File: config.mk
export PLATFORM = sky130hd
export DESIGN_NAME = net_sequencer_flat
export DESIGN_NICKNAME = d
export VERILOG_FILES = /design/src/rtl/net_sequencer_if.sv /design/src/rtl/net_sequencer.sv /design/src/flat_wrapper.sv
export SDC_FILE = /design/constraint.sdc
export NUM_CORES = 1
export LEC_CHECK = 0
export CAP_MARGIN = 20
export CORE_MARGIN = 4
export CORE_UTILIZATION = 53
export CTS_BUF_LIST = sky130_fd_sc_hd__clkbuf_4 sky130_fd_sc_hd__clkbuf_8 sky130_fd_sc_hd__clkbuf_16
export CTS_CLUSTER_SIZE = 8
export DETAILED_ROUTE_END_ITERATION = 7
export PLACE_DENSITY = 0.81
export SETUP_SLACK_MARGIN = 0.3
export SLEW_MARGIN = 20
export SYNTH_ARGS = -nofsm -noshare
export SYNTH_HDL_FRONTEND = slang
export SYNTH_SLANG_ARGS = --single-unit
export TNS_END_PERCENT = 1
File: constraint.sdc
create_clock -name clk -period 2.7 [get_ports clk]
set_input_delay 0.54 -clock clk [delete_from_list [all_inputs] [get_ports clk]]
set_output_delay 0.54 -clock clk [all_outputs]
set_load 0.005 [all_outputs]
File: src/rtl/net_sequencer_if.sv
// Handshake bundle between the layer scheduler and the surrounding accelerator.
// The scheduler uses slave; the layer controllers and host side use master.
interface net_sequencer_if #(
  parameter int NUM_LAYERS = 4
);
  logic                  start;
  logic                  abort;
  logic                  stall;
  logic [NUM_LAYERS-1:0] finish_in;
  logic [NUM_LAYERS-1:0] en_ctrl;
  logic [NUM_LAYERS-1:0] layer_rst;
  logic                  buf_sel;
  logic [2:0]            cur_layer;
  logic                  busy;
  logic                  done;
  logic [31:0]           cycle_count;

  modport master (
    output start, abort, stall, finish_in,
    input  en_ctrl, layer_rst, buf_sel, cur_layer, busy, done, cycle_count
  );

  modport slave (
    input  start, abort, stall, finish_in,
    output en_ctrl, layer_rst, buf_sel, cur_layer, busy, done, cycle_count
  );
endinterface

File: src/rtl/net_sequencer.sv
// Layer scheduler: runs the active layer controllers one at a time, drains the
// write-back pipeline after each, and swaps the ping-pong feature-map buffers.
module net_sequencer #(
  parameter int                    NUM_LAYERS   = 4,
  parameter logic [NUM_LAYERS-1:0] ACTIVE_MASK  = 4'b1111,
  parameter int                    DRAIN_CYCLES = 3,
  parameter logic                  INIT_BUF     = 1'b0
) (
  input logic           clk,
  input logic           reset,
  net_sequencer_if.slave sq
);
  typedef enum logic [2:0] {
    S_IDLE, S_SEEK, S_CLEAR, S_RUN, S_DRAIN, S_NEXT, S_DONE, S_ABORT
  } state_e;

  localparam logic [7:0] MASK8 = 8'(ACTIVE_MASK);
  localparam logic [2:0] LAST  = 3'(NUM_LAYERS - 1);
  localparam logic [3:0] DRAIN = 4'(DRAIN_CYCLES);

  state_e      state_q, state_d;
  logic [2:0]  cur_q, cur_d;
  logic        buf_q, buf_d;
  logic [3:0]  cnt_q, cnt_d;
  logic [31:0] cyc_q, cyc_d;

  // Padded to 8 so cur_q can index it directly for any NUM_LAYERS.
  logic [7:0]  fin8;
  assign fin8 = 8'(sq.finish_in);

  logic [31:0] cyc_inc;
  assign cyc_inc = (cyc_q == 32'hFFFF_FFFF) ? cyc_q : cyc_q + 32'd1;

  always_comb begin
    state_d = state_q;
    cur_d   = cur_q;
    buf_d   = buf_q;
    cnt_d   = cnt_q;
    cyc_d   = cyc_q;
    unique case (state_q)
      S_IDLE: if (sq.start) begin
        cur_d   = 3'd0;
        buf_d   = INIT_BUF;
        cyc_d   = 32'd0;
        state_d = S_SEEK;
      end
      S_SEEK: begin
        if (MASK8[cur_q])      state_d = S_CLEAR;
        else if (cur_q == LAST) state_d = S_DONE;
        else                   cur_d   = cur_q + 3'd1;
      end
      S_CLEAR: state_d = S_RUN;
      S_RUN: if (!sq.stall) begin
        cyc_d = cyc_inc;
        if (fin8[cur_q]) begin
          if (DRAIN == 4'd0) state_d = S_NEXT;
          else begin
            cnt_d   = DRAIN;
            state_d = S_DRAIN;
          end
        end
      end
      S_DRAIN: if (!sq.stall) begin
        cyc_d = cyc_inc;
        cnt_d = cnt_q - 4'd1;
        if (cnt_q == 4'd1) state_d = S_NEXT;
      end
      S_NEXT: begin
        buf_d = ~buf_q;
        if (cur_q == LAST) state_d = S_DONE;
        else begin
          cur_d   = cur_q + 3'd1;
          state_d = S_SEEK;
        end
      end
      S_DONE:  state_d = S_IDLE;
      S_ABORT: state_d = S_IDLE;
      default: state_d = S_IDLE;
    endcase
    // Abort wins over everything; buffer/layer bookkeeping is frozen with it.
    if (sq.abort && state_q != S_IDLE && state_q != S_ABORT) begin
      state_d = S_ABORT;
      cur_d   = cur_q;
      buf_d   = buf_q;
    end
  end

  always_ff @(posedge clk) begin
    if (reset) begin
      state_q <= S_IDLE;
      cur_q   <= 3'd0;
      buf_q   <= INIT_BUF;
      cnt_q   <= 4'd0;
      cyc_q   <= 32'd0;
    end else begin
      state_q <= state_d;
      cur_q   <= cur_d;
      buf_q   <= buf_d;
      cnt_q   <= cnt_d;
      cyc_q   <= cyc_d;
    end
  end

  logic en_st, clr_st, abt_st;
  assign en_st  = (state_q == S_RUN) || (state_q == S_DRAIN);
  assign clr_st = (state_q == S_CLEAR);
  assign abt_st = (state_q == S_ABORT);

  logic [NUM_LAYERS-1:0] en_w, rst_w;
  for (genvar i = 0; i < NUM_LAYERS; i++) begin : g_lane
    logic hit;
    assign hit      = (cur_q == 3'(i));
    assign en_w[i]  = en_st & hit & ~sq.stall;
    assign rst_w[i] = (clr_st & hit) | abt_st;
  end

  assign sq.en_ctrl     = en_w;
  assign sq.layer_rst   = rst_w;
  assign sq.buf_sel     = buf_q;
  assign sq.cur_layer   = cur_q;
  assign sq.busy        = (state_q != S_IDLE);
  assign sq.done        = (state_q == S_DONE);
  assign sq.cycle_count = cyc_q;
endmodule

File: src/flat_wrapper.sv
// flat-port wrapper written by rule: the top's interface ports become plain ports
module net_sequencer_flat 
#(
  parameter int                    NUM_LAYERS   = 4,
  parameter logic [NUM_LAYERS-1:0] ACTIVE_MASK  = 4'b1111,
  parameter int                    DRAIN_CYCLES = 3,
  parameter logic                  INIT_BUF     = 1'b0
)
  (clk, reset, sq_start, sq_abort, sq_stall, sq_finish_in, sq_en_ctrl, sq_layer_rst, sq_buf_sel, sq_cur_layer, sq_busy, sq_done, sq_cycle_count);
  net_sequencer_if #(.NUM_LAYERS(NUM_LAYERS)) sq_i ();
  input logic clk;
  input logic reset;
  input wire logic [$bits(sq_i.start)-1:0] sq_start;
  input wire logic [$bits(sq_i.abort)-1:0] sq_abort;
  input wire logic [$bits(sq_i.stall)-1:0] sq_stall;
  input wire logic [$bits(sq_i.finish_in)-1:0] sq_finish_in;
  output wire logic [$bits(sq_i.en_ctrl)-1:0] sq_en_ctrl;
  output wire logic [$bits(sq_i.layer_rst)-1:0] sq_layer_rst;
  output wire logic [$bits(sq_i.buf_sel)-1:0] sq_buf_sel;
  output wire logic [$bits(sq_i.cur_layer)-1:0] sq_cur_layer;
  output wire logic [$bits(sq_i.busy)-1:0] sq_busy;
  output wire logic [$bits(sq_i.done)-1:0] sq_done;
  output wire logic [$bits(sq_i.cycle_count)-1:0] sq_cycle_count;
  assign sq_i.start = sq_start;
  assign sq_i.abort = sq_abort;
  assign sq_i.stall = sq_stall;
  assign sq_i.finish_in = sq_finish_in;
  assign sq_en_ctrl = sq_i.en_ctrl;
  assign sq_layer_rst = sq_i.layer_rst;
  assign sq_buf_sel = sq_i.buf_sel;
  assign sq_cur_layer = sq_i.cur_layer;
  assign sq_busy = sq_i.busy;
  assign sq_done = sq_i.done;
  assign sq_cycle_count = sq_i.cycle_count;
  net_sequencer #(.NUM_LAYERS(NUM_LAYERS), .ACTIVE_MASK(ACTIVE_MASK), .DRAIN_CYCLES(DRAIN_CYCLES), .INIT_BUF(INIT_BUF)) u_core (.clk(clk), .reset(reset), .sq(sq_i));
endmodule
==> results.toml <==
[sta]
worst_slew_pin_slew_ns = 0.708
hold_slack_ns = 0.490
rsz0062_at_grt = "yes"
final_hold_viol_count = 0
maxSlewViolCount = 0
finalCritPeriodShare_pct = 90.2
max_slew_margin_pct = 51.6
fmaxAchievable_mhz = 411
finalSetupViolCount = 0
clock_skew_ns = 0.00544
post-route-min-period_ns = 2.43
timing.setup.tns_ns = 0

[clocking]
cts.sinks = 44
ctsHoldBuffers = 0
cts_tree = "built"
clk_latency_ns = 0.30
clock_path_buffers = 2
cts_buffers = 5
cts_max_level = 2
cts-root-buf = "clkbuf_8"
cts.clk_slew.worst_paths_ns = 0.09

[placed_design]
port_buffers = 54
dpl.cell_count = 514
routabilityCongestion = 0.929
place_area_sq_um = 3700
hpwl_mm = 6.65

[setup_path]
critPathArrivalTime_ns = 1.89
regToRegSetupSlack_ns = 0.31
rr_startpoint = "u_core.sq.cycle_count[0]"
critPathCapture = "sq_en_ctrl[2]"
timing.rr.end = "u_core.sq.cycle_count[12]"
crit_path_end_kind = "output port"
worstSetupStartpoint = "u_core.state_q[2]"
crit_required_ns = 2.16
crit_path_max_fanout = 14
crit_type = "flop to output port"
critPathLaunchType = "flop"
worstRegToRegCells = 7

[synth]
synth_top_cell_by_area = "dfxtp_1"
yosys-top-cells-area = "dfxtp_1, nor2_1, nand3_1, nand2_1, a21oi_1"
synthDistinctLibCells = 62
synth_area_per_cell_sq_um = 7.58
synth_top_area_share_pct = 29.7
ys_seq_area_share_pct = 29.7
yosys.cell_count.top_type = "dfxtp_1"
synth_ff_type = "dfxtp_1"
async_flop_share_pct = 0
synth-seq-cells = 44
yosys_warnings = 0
yosys-top-cells-count = "dfxtp_1, nor2_1, nand2_1, clkbuf_1, nand3_1"
synth_nets = 407
synth_edf_count = 0
netlist_area_sq_um = 2960
synth_cells = 391

[cells_and_area]
fin_nets = 472
postLayoutCellArea_sq_um = 3890
final_util_pct = 73.9
fillerInstances = 440
syn_to_final_growth_pct = 31.3
stdcell_count = 527
layout-drive-gt1-share_pct = 13.8
diodes = 0

[drt]
wirelength_mm = 9.85
drt_iter0_drc = 448
wl_per_cell_um = 18.7
ant_nets = 0
avgViaCountPerCell = 6.70
drt_first_pass_iters = 5
vias = 3530
drc = 0

[global_route]
grt_usage_pct = 30.1
use_met2_pct = 49.4
busiest_layer = "met2"
grt_max_degree = 22
antenna_found_initial = 0
grt_pass1_wl_mm = 16.0
grtUsageMet1_pct = 39.5
met3_usage_pct = 5.18
first_global_vias = 3344
gr-total-overflow = 0

[pwr]
p_leak_uw = 0.00134
ir_worst_vdd_mv = 0.483
p_per_area_nw_per_um2 = 640

[floorplanning]
start_util_pct = 56.2
pin_count = 55
dieArea_sq_um = 6850
die_h_um = 82.8
row_count = 26
die_width_um = 82.8
core_area_sq_um = 5270

[min_path]
hold_class = "flop to flop"

[run]
drv_cap = 0

[run_status]
status = "finished, final reports clean"
==> report_power, final <==
group	switching [uW]	total, uW	internal (uW)
sequential	76.5	783	707
clock	252	526	274
combinational	695	1180	486
==> what timing repair did <==
item | CTS | global route
setup endpoints to repair | 8 | 34
resized for setup | 5 | 15
buffers inserted | 0 | 5
==> layout by cell type, fill, tap and decap left out, types with 6 or more instances in the layout <==
cell	n
nor3_1	15
nand2b_1	9
nor4_1	6
nand2_1	28
o21ai_1	10
a311oi_1	9
nand3_1	26
buf_4	30
o21ai_0	10
nand4_1	15
o31ai_1	6
nor2_1	33
ha_1	7
a21oi_1	20
dfxtp_1	39
a31oi_1	11
and2_1	9
clkdlybuf4s50_1	52
inv_1	14
==> state kept, by name (all words and copies together), names as in the netlist, named ones only <==
signal                 cells
u_core.sq.buf_sel          1
u_core.cnt_q               4
u_core.sq.cur_layer        3
u_core.state_q             3
u_core.sq.cycle_count     32
==> logic make-up (layout without fill, tap and decap cells) <==
logic type,Yosys count,after routing,share of synthesized area (%)
AND/OR/NAND/NOR,184,184,34.5
AO/OA/AOI/OAI,107,107,24.9
flip-flops,44,44,29.7
buffers and inverters,43,109,5.61
adder cells (fa/ha/maj),7,7,2.95
XOR/XNOR,3,3,0.887
multiplexers,3,3,1.44
==> critical path: stages, from the launching register on <==
cell	delay [ns]
dfxtp_4	0.37
buf_6	0.15
and3b_1	0.32
o21ai_4	0.10
nor2_1	0.13
clkdlybuf4s50_1	0.52
==> worst min-delay path by stage <==
stage                end  depth (start not counted)  slack (ns)                   start
floorplan           flop                          1        0.44  u_core.sq.cur_layer[2]
global placement    flop                          1        0.46  u_core.sq.cur_layer[2]
detailed placement  flop                          1        0.46  u_core.sq.cur_layer[2]
CTS                 flop                          1        0.49  u_core.sq.cur_layer[2]
global route        flop                          1        0.56  u_core.sq.cur_layer[2]
finish              flop                          1        0.49  u_core.sq.cur_layer[2]
==> cell type report <==
type,instances,area [sq um],area share (%)
multi-input cells,304,1950,50.0
flip-flops and latches,44,892,22.9
repair buffers,86,798,20.5
well taps,70,87.6,2.25
clock buffers,5,68.8,1.77
inverters,15,56.3,1.45
clock inverters,3,42.5,1.09
==> stage by stage <==
step	setup WS, ns	power, uW
3_5_place_dp	0.0610	1860
3_3_place_gp	0.105	1830
6_report	0.265	2490
5_1_grt	0.203	2640
4_1_cts	0.198	2380
2_1_floorplan	0.441	1450
==> metal layers <==
layer | up-vias | part of all wire [%] | wire length [um]
met3 | 34 | 8.6 | 846
met2 | 192 | 47 | 4640
met4 | 0 | 2.8 | 279
li1 | 1628 | - | -
met5 | - | 0 | 0
met1 | 1676 | 41 | 4080
Note: power is estimated with default switching activity, not from simulation.
